[config.mk]
export PLATFORM = sky130hd
export DESIGN_NAME = seq_divider_32x16
export DESIGN_NICKNAME = d
export VERILOG_FILES = /design/src/rtl/div_pkg.sv /design/src/rtl/div_restore_step.sv /design/src/rtl/seq_divider_32x16.sv
export SDC_FILE = /design/constraint.sdc
export NUM_CORES = 1
export LEC_CHECK = 0
export ABC_AREA = 1
export BUFFER_PORTS_ARGS = -buffer_cell sky130_fd_sc_hd__buf_2
export CAP_MARGIN = 20
export CORE_MARGIN = 5
export CORE_UTILIZATION = 30
export DETAILED_ROUTE_END_ITERATION = 6
export GPL_ROUTABILITY_DRIVEN = 0
export MAX_ROUTING_LAYER = met4
export PLACE_DENSITY = 0.58
export SYNTH_ARGS = -nofsm -noshare
export SYNTH_HDL_FRONTEND = slang
export SYNTH_HIERARCHICAL = 1
export SYNTH_SLANG_ARGS = --single-unit
[constraint.sdc]
create_clock -name clk -period 4.9 [get_ports clk]
set_input_delay 0.245 -clock clk [delete_from_list [all_inputs] [get_ports clk]]
set_output_delay 0.245 -clock clk [all_outputs]
set_load 0.02 [all_outputs]
[src/rtl/div_pkg.sv]
// Shared definitions for the sequential restoring divider.
//   div_state_e : controller states (IDLE, CALC, DONE)
//   DIV_N       : default divisor/remainder width
//   cnt_width() : width of the step counter, $clog2(2N+1)
package div_pkg;

  typedef enum logic [1:0] {
    IDLE = 2'd0,
    CALC = 2'd1,
    DONE = 2'd2
  } div_state_e;

  localparam int DIV_N = 16;

  function automatic int cnt_width(input int n);
    return $clog2(2 * n + 1);
  endfunction

  localparam int DIV_CNT_W = cnt_width(DIV_N);

endpackage

[src/rtl/div_restore_step.sv]
// One combinational restoring-division step.
// Shifts the next dividend bit into the partial remainder and subtracts the
// divisor when it fits.
//   r      : current partial remainder (N+1 bits)
//   q_msb  : dividend/quotient bit being shifted in
//   d      : divisor
//   r_next : partial remainder after the step
//   q_bit  : quotient bit produced by the step
module div_restore_step #(
  parameter int N = 16
) (
  input  logic [N:0]   r,
  input  logic         q_msb,
  input  logic [N-1:0] d,
  output logic [N:0]   r_next,
  output logic         q_bit
);

  localparam int RW = N + 1;
  localparam int SW = N + 2;

  // One extra bit over the stored remainder keeps the compare exact even if
  // r[N] were ever set; in normal operation it stays zero.
  logic [N+1:0] shifted;
  logic [N+1:0] d_ext;

  assign shifted = {r, q_msb};
  assign d_ext   = {2'b00, d};
  assign q_bit   = (shifted >= d_ext);
  assign r_next  = q_bit ? RW'(SW'(shifted - d_ext)) : shifted[N:0];

endmodule

[src/rtl/seq_divider_32x16.sv]
// Iterative unsigned restoring divider: 2N-bit dividend / N-bit divisor,
// one quotient bit per cycle, valid/ready handshakes on both sides.
//
// Ports:
//   clk        : clock, rising edge
//   rst_n      : synchronous active-low reset
//   in_valid   : operands valid
//   in_ready   : idle, operands can be accepted
//   dividend   : 2N-bit numerator
//   divisor    : N-bit denominator
//   out_valid  : result valid
//   out_ready  : consumer accepts result
//   quotient   : 2N-bit quotient
//   remainder  : N-bit remainder
//   div_zero   : divisor was zero (only with SEQ_DIVIDER_DIV_ZERO_EN)
//
// Build option SEQ_DIVIDER_DIV_ZERO_EN: a zero divisor bypasses CALC and
// produces the all-ones / dividend-low result immediately, flagged by div_zero.
//
// state | meaning
// IDLE  | waiting for operands, in_ready high
// CALC  | one restoring step per cycle, count runs 2N down to 1
// DONE  | result presented, held until out_ready
module seq_divider_32x16
  import div_pkg::*;
#(
  parameter int N = DIV_N
) (
  input  logic           clk,
  input  logic           rst_n,
  input  logic           in_valid,
  output logic           in_ready,
  input  logic [2*N-1:0] dividend,
  input  logic [N-1:0]   divisor,
  output logic           out_valid,
  input  logic           out_ready,
  output logic [2*N-1:0] quotient,
`ifdef SEQ_DIVIDER_DIV_ZERO_EN
  output logic           div_zero,
`endif
  output logic [N-1:0]   remainder
);

  localparam int CW = cnt_width(N);

  div_state_e      state_q;
  div_state_e      state_d;
  logic [2*N-1:0]  q_reg;
  logic [N:0]      r_reg;
  logic [N-1:0]    d_reg;
  logic [CW-1:0]   cnt;
  logic [N:0]      r_next;
  logic            q_bit;
  logic            accept;
  logic            last_step;

  div_restore_step #(.N(N)) u_step (
    .r      (r_reg),
    .q_msb  (q_reg[2*N-1]),
    .d      (d_reg),
    .r_next (r_next),
    .q_bit  (q_bit)
  );

  assign accept    = in_valid && in_ready;
  assign last_step = (cnt == CW'(1));

  always_ff @(posedge clk) begin
    if (!rst_n) state_q <= IDLE;
    else        state_q <= state_d;
  end

  always_comb begin
    state_d   = state_q;
    in_ready  = 1'b0;
    out_valid = 1'b0;
    case (state_q)
      IDLE: begin
        // Gated by rst_n so in_ready stays low while reset is held.
        in_ready = rst_n;
        if (in_valid && rst_n) begin
`ifdef SEQ_DIVIDER_DIV_ZERO_EN
          if (divisor == '0) state_d = DONE;
          else               state_d = CALC;
`else
          state_d = CALC;
`endif
        end
      end
      CALC: begin
        if (last_step) state_d = DONE;
      end
      DONE: begin
        out_valid = 1'b1;
        if (out_ready) state_d = IDLE;
      end
      default: state_d = IDLE;
    endcase
  end

  always_ff @(posedge clk) begin
    if (!rst_n) begin
      q_reg <= '0;
      r_reg <= '0;
      d_reg <= '0;
      cnt   <= '0;
    end else begin
      case (state_q)
        IDLE: begin
          if (accept) begin
            q_reg <= dividend;
            r_reg <= '0;
            d_reg <= divisor;
            cnt   <= CW'(2 * N);
`ifdef SEQ_DIVIDER_DIV_ZERO_EN
            // Same values the full algorithm would reach for D = 0.
            if (divisor == '0) begin
              q_reg <= '1;
              r_reg <= {1'b0, dividend[N-1:0]};
              cnt   <= '0;
            end
`endif
          end
        end
        CALC: begin
          r_reg <= r_next;
          q_reg <= {q_reg[2*N-2:0], q_bit};
          cnt   <= cnt - CW'(1);
        end
        default: ;
      endcase
    end
  end

`ifdef SEQ_DIVIDER_DIV_ZERO_EN
  logic dz_reg;

  always_ff @(posedge clk) begin
    if (!rst_n) begin
      dz_reg <= 1'b0;
    end else if (accept) begin
      dz_reg <= (divisor == '0);
    end else if (out_valid && out_ready) begin
      dz_reg <= 1'b0;
    end
  end

  assign div_zero = dz_reg;
`endif

  assign quotient  = q_reg;
  assign remainder = r_reg[N-1:0];

endmodule

== After elaboration in Yosys (flattened, before gate mapping) ==
Cells that the tools add are included.

* Bits in registers: 73
* Bits in latches: 0
* Bits in writable memories: 0
* Bits in read-only memories: 0
* Bits of input ports: 52
* Logic and storage cells: 35
* Memories kept: 0

* Add/sub/neg operators: 2
* $mul: 0
* Divide/modulo/power cells: 0
* Order comparisons: 1
* Eq/ne operators: 7
* Shift-type cells: 0
* Muxes and demuxes: 13
* Bitwise gates (word level): 0
* Reduce and logical (&&, ||, !) cells: 7

{| class="wikitable"
|+ Operators with widths
! operator !! count
|-
| 32-bit case mux with 2 select lines || 1
|-
| 17-bit 2-to-1 mux || 2
|-
| 17-bit case mux with 2 select lines || 1
|-
| 32-bit 2-to-1 mux || 1
|-
| 18-bit by 16-bit >= comparator with 1-bit output || 1
|-
| 17-bit by 16-bit subtractor with 17-bit output || 1
|-
| 6-bit case mux with 2 select lines || 1
|-
| 2-bit inequality test (second input constant) || 4
|-
| 6-bit by 1-bit == test with 1-bit output (second input constant) || 1
|-
| 2-bit 2-to-1 mux || 3
|-
| 6-bit 2-to-1 mux || 1
|-
| 2-bit case mux with 3 select lines || 1
|-
| 6-bit by 1-bit subtractor with 6-bit output (second input constant) || 1
|-
| 2-bit AND reduction || 2
|-
| 3-bit AND reduction || 1
|-
| 2-bit by 1-bit == test with 1-bit output (second input constant) || 1
|-
| 2-bit == test (second input constant) || 1
|-
| 1-bit logical AND || 2
|-
| 2-bit logical NOT || 1
|-
| 1-bit 2-to-1 mux || 2
|-
| 2-bit nonzero test || 1
|}

== Logic depth before layout (Yosys ltp) ==
* Word-level depth: 5
* Mapped depth: 16
* Depth with buffers taken out: 16

== Modules after synthesis ==
The synthesis kept the hierarchy.

{| class="wikitable"
|+ By module, submodules not included
! module !! instances !! cells an instance !! area an instance (um^2)
|-
| seq_divider_32x16 || 1 || 482 || 3284.4
|-
| div_restore_step || 1 || 292 || 1507.7
|}

== Least setup slack after synthesis ==
Ideal clock, no wire load.

* Path type: register to register
* Start point: reg q_reg[31] (netlist: quotient[31])
* End point: reg q_reg[0] (netlist: quotient[0])
* Library setup time: 0.117 ns
* Data arrival time: 1.907 ns
* Required time: 4.783 ns
* Path slack: 2.875 ns
* Stages on the path, launching flop included: 14
* Path buffers: 1
* Clock period less this slack: 2.025 ns
* Cell sequence: dfxtp_1 inv_1 ha_1 inv_1 fa_1 nand3_1 nand3_2 nand2_4 nand3_4 buf_12 inv_1 nor2_1 nor2_1 a21oi_1

* Cells in the longest elaborated chain, start to end: 2

{| class="wikitable"
|+ Ends and longest elaborated chain
! element !! line !! RTL
|-
| start, declared || seq_divider_32x16.sv:48 || <nowiki>logic [2*N-1:0] q_reg;</nowiki>
|-
| start signal, assigned || seq_divider_32x16.sv:111 || <nowiki>q_reg <= dividend;</nowiki>
|-
| start signal, assigned || seq_divider_32x16.sv:127 || <nowiki>q_reg <= {q_reg[2*N-2:0], q_bit};</nowiki>
|-
| 18-bit by 16-bit >= comparator with 1-bit output || div_restore_step.sv:29 || <nowiki>assign q_bit = (shifted >= d_ext);</nowiki>
|-
| net q_bit || seq_divider_32x16.sv:53 || <nowiki>logic q_bit;</nowiki>
|-
| 32-bit case mux with 2 select lines || seq_divider_32x16.sv:108 || <nowiki>case (state_q)</nowiki>
|}

The timed path passes the listed nets, and every way through them passes these cells.
A chain may end at the register's enable or synchronous reset.

== Final worst setup path ==
* Start point: reg state_q[0]
* End point: reg cnt[1]

* Cells in the longest elaborated chain, start to end: 5
* Elaborated cells between the ends (all ways): 8
* Classes of those cells: eq/ne: 2; mux: 2; reduce/logical: 4

{| class="wikitable"
|+ Ends and longest elaborated chain
! element !! line !! RTL
|-
| start, declared || seq_divider_32x16.sv:46 || <nowiki>div_state_e state_q;</nowiki>
|-
| start signal, assigned || seq_divider_32x16.sv:70 || <nowiki>else state_q <= state_d;</nowiki>
|-
| 2-bit logical NOT || seq_divider_32x16.sv:77, seq_divider_32x16.sv:108 ||
|-
| 1-bit 2-to-1 mux || seq_divider_32x16.sv:77 || <nowiki>case (state_q)</nowiki>
|-
| 1-bit logical AND || seq_divider_32x16.sv:65 || <nowiki>assign accept = in_valid && in_ready;</nowiki>
|-
| 2-bit inequality test (no source line) || - ||
|-
| 2-bit AND reduction (no source line) || - ||
|-
| end signal, assigned || seq_divider_32x16.sv:114 || <nowiki>cnt <= CW'(2 * N);</nowiki>
|-
| end signal, assigned || seq_divider_32x16.sv:128 || <nowiki>cnt <= cnt - CW'(1);</nowiki>
|-
| end, declared || seq_divider_32x16.sv:51 || <nowiki>logic [CW-1:0] cnt;</nowiki>
|}

Several ways; a longest one is shown, not always the timed one.

==> metrics.yaml <==
global_route:
  grt.overflow.total: 0
  grt_start_max_net_pins: 67
  grt_use_total: 0.152
  grt_pass1_vias: 4547
  grt_pass1_wl_um: 22100
  grt_antenna_before_repair: 0
cells_and_area:
  fin_nets: 907
  fillerInstances: 1763
  largest_reg_flops: 32
  syn_to_final_growth_pct: 16.3
  multi_input_area_um2: 2640
  final_area_um2: 5570
  antenna_cells: 0
  drive_gt1_frac: 0.180
  regArea_um2: 1460
clock_tree:
  cts_tree: "built"
  hold_buffers: 0
  cts-root-buf: "clkbuf_16"
  cts_buffers: 9
  clk_pin_slew_worst_paths_ns: 0.06
  clock_latency_ns: 0.33
  cts_resized: 0
  cts_setup_buffers: 0
  clock_sinks: 73
  clock_path_buffers: 2
  htreeDepth: 3
synth:
  ys_seq_elements: 73
  syn_inst: 774
  mappedNetlistNets: 845
  synthesis.area_um2: 4790
  ys_types: 32
  yosysSeqAreaShare: 0.305
  yosys_warnings: 6
  syn_area_per_cell_um2: 6.19
drt:
  drt-total-wl_um: 13500
  drc: 0
  ant_nets: 0
  via_count: 4776
  wl_per_cell_um: 12.8
  via_per_inst: 4.52
  first_iter_violations: 228
  dr.pass1.iters: 4
timing:
  drv_slew: 0
  tns_ns: 0
  hold_viol: 0
  layout_setup_ws_ns: 2.33
  hold_ws_ns: 0.132
  post-route-period-util: 0.524
  tightest_slew_ns: 0.983
  skew_ns: 0.00907
  fmax_ghz: 0.389
  rsz0062_at_grt: "false"
  finalSetupViolCount: 0
  slew_headroom: 0.343
  fin_crit_ns: 2.57
outcome:
  status: "finished, final reports clean"
floorplan:
  start_util: 0.304
  coreArea_um2: 15800
  die_h_um: 136
  pin_count: 102
  dieArea_um2: 18600
  fp.dieW_um: 136
  rows: 46
min_path:
  hp-start: "divisor[15]"
  worstHoldPathCells: 3
  holdPathEnd: "d_reg[15]"
  hp-class: "in2reg"
pwr:
  switchingPower_mw: 1.65
  pwr-share-clk: 0.186
  power_frac_seq: 0.235
  cellLeakagePower_nw: 2.89
  p_per_area_nw_per_um2: 597
  peakVddDrop_mv: 0.222
  p_int_mw: 1.68
  swShare: 0.497
  pwr-share-comb: 0.579
critical_path:
  crit-reg2reg-launch: "state_q[0]"
  required_ns: 5.07
  cp-end-kind: "flip-flop"
  startpoint_type: "flip-flop"
  path_cells: "inv_2 > nor2_4 > inv_2 > nand2_1 > inv_2 > nand2_1 > a21oi_1"
  ff2ff_setup_slack_ns: 2.33
  arrival_ns: 2.74
  crit_top_cell: "inv_2"
  critPathSlowestCell: "nor2_4"
  cpPeakStageDelay_ns: 0.74
  setup.worst_path.class: "reg2reg"
  crit_fanout: 43
  ff2ff_path_depth: 7
  rr_endpoint: "cnt[1]"
  crit_start: "state_q[0]"
job:
  max-cap-violations: 0
placed_design:
  dpl.hpwl_um: 10000
  port_buffers: 101
  placed_area_um2: 5280
  dp_slack_ns: 2.15
## worst max-delay path: cells and delay by family (launching register included)
family / cells / cell delay (ns)
simple gates: 3 / 1.49
buf+inv: 3 / 0.44
flops: 1 / 0.39
compound gates: 1 / 0.06
## worst max-delay path by stage
stage                             end  slack [ns]  cells after the start
after floorplan           quotient[0]        2.88                     13
after global placement       in_ready        2.18                      4
after detailed placement     in_ready        2.15                      4
after CTS                    in_ready        2.17                      4
after global routing         r_reg[0]        2.00                      7
final                          cnt[1]        2.33                      7
## stage by stage
step                      instances  power [mW]  utilization
after floorplan                 774        2.39            -
after global placement         1040        2.70        0.335
after detailed placement       1040        2.70        0.335
after CTS                      1056        3.33        0.353
after global routing           1057        3.62        0.353
final                          1057        3.33        0.353
## placed cells by master, fill, tap and decap left out, types with 2 or more instances in the layout
cell type,instances
clkbuf_8,2
nor2_4,2
inv_2,5
nor3_1,2
nand2_1,261
o21ai_0,4
nand3_2,2
dfxtp_1,73
xor2_1,7
clkbuf_16,9
nand2_2,16
buf_4,2
nand3_1,81
clkinvlp_4,3
buf_2,101
inv_1,99
ha_1,18
a21oi_1,64
nand4_1,20
nor2_1,55
## final cells by class
type	count	area share
multi-input combinational	544	0.473
sequential	73	0.262
timing repair buffer	104	0.0954
inverter	104	0.0700
tap	216	0.0485
clock buffer	12	0.0460
clock inverter	4	0.00494
## cell usage after synthesis
master | number | area [um^2]
a21oi_1 | 64 | 320
a21oi_4 | 1 | 16.3
and2_1 | 1 | 6.26
and2_4 | 1 | 8.76
buf_1 | 1 | 3.75
buf_12 | 1 | 20.0
buf_2 | 22 | 110
buf_4 | 18 | 135
clkbuf_1 | 11 | 41.3
dfxtp_1 | 73 | 1460
fa_1 | 1 | 20.0
ha_1 | 18 | 225
inv_1 | 99 | 372
inv_2 | 5 | 18.8
nand2_1 | 261 | 980
nand2_2 | 16 | 100
nand2_4 | 1 | 11.3
nand3_1 | 82 | 410
nand3_2 | 1 | 10.0
nand3_4 | 1 | 17.5
nand3b_1 | 1 | 7.51
nand4_1 | 20 | 125
nand4_4 | 1 | 21.3
nor2_1 | 55 | 206
nor2_2 | 1 | 6.26
nor2_4 | 2 | 22.5
nor3_1 | 2 | 10.0
nor3_2 | 1 | 10.0
o21ai_0 | 4 | 20.0
o31ai_1 | 1 | 7.51
or2_0 | 1 | 6.26
xor2_1 | 7 | 61.3
## per-layer routing
metal  track usage  part of all wire  vias up
li1              -                 -     2534
met1         0.212              0.51     2108
met2         0.230              0.43      124
met3        0.0233             0.054       10
met4        0.0386             0.011        0
met5             -                 0        -
## cells by family (layout without fill, tap and decap cells)
logic type               after synthesis  in the layout  share of synthesized area
buffers and inverters                157            224                      0.146
AO/OA/AOI/OAI                         70             70                     0.0760
XOR/XNOR                               7              7                     0.0128
AND/OR/NAND/NOR                      448            448                      0.409
adder cells (fa/ha/maj)               19             19                     0.0512
flip-flops                            73             73                      0.305
## power by group through the flow
stage / Clock (mW) / Combinational (mW) / Sequential [mW]
2_1_floorplan: 0 / 1.60 / 0.789
3_3_place_gp: 0 / 1.91 / 0.798
3_5_place_dp: 0 / 1.90 / 0.795
4_1_cts: 0.634 / 1.92 / 0.784
5_1_grt: 0.656 / 2.17 / 0.796
6_report: 0.618 / 1.93 / 0.783
Note: power is estimated with default switching activity, not from simulation.
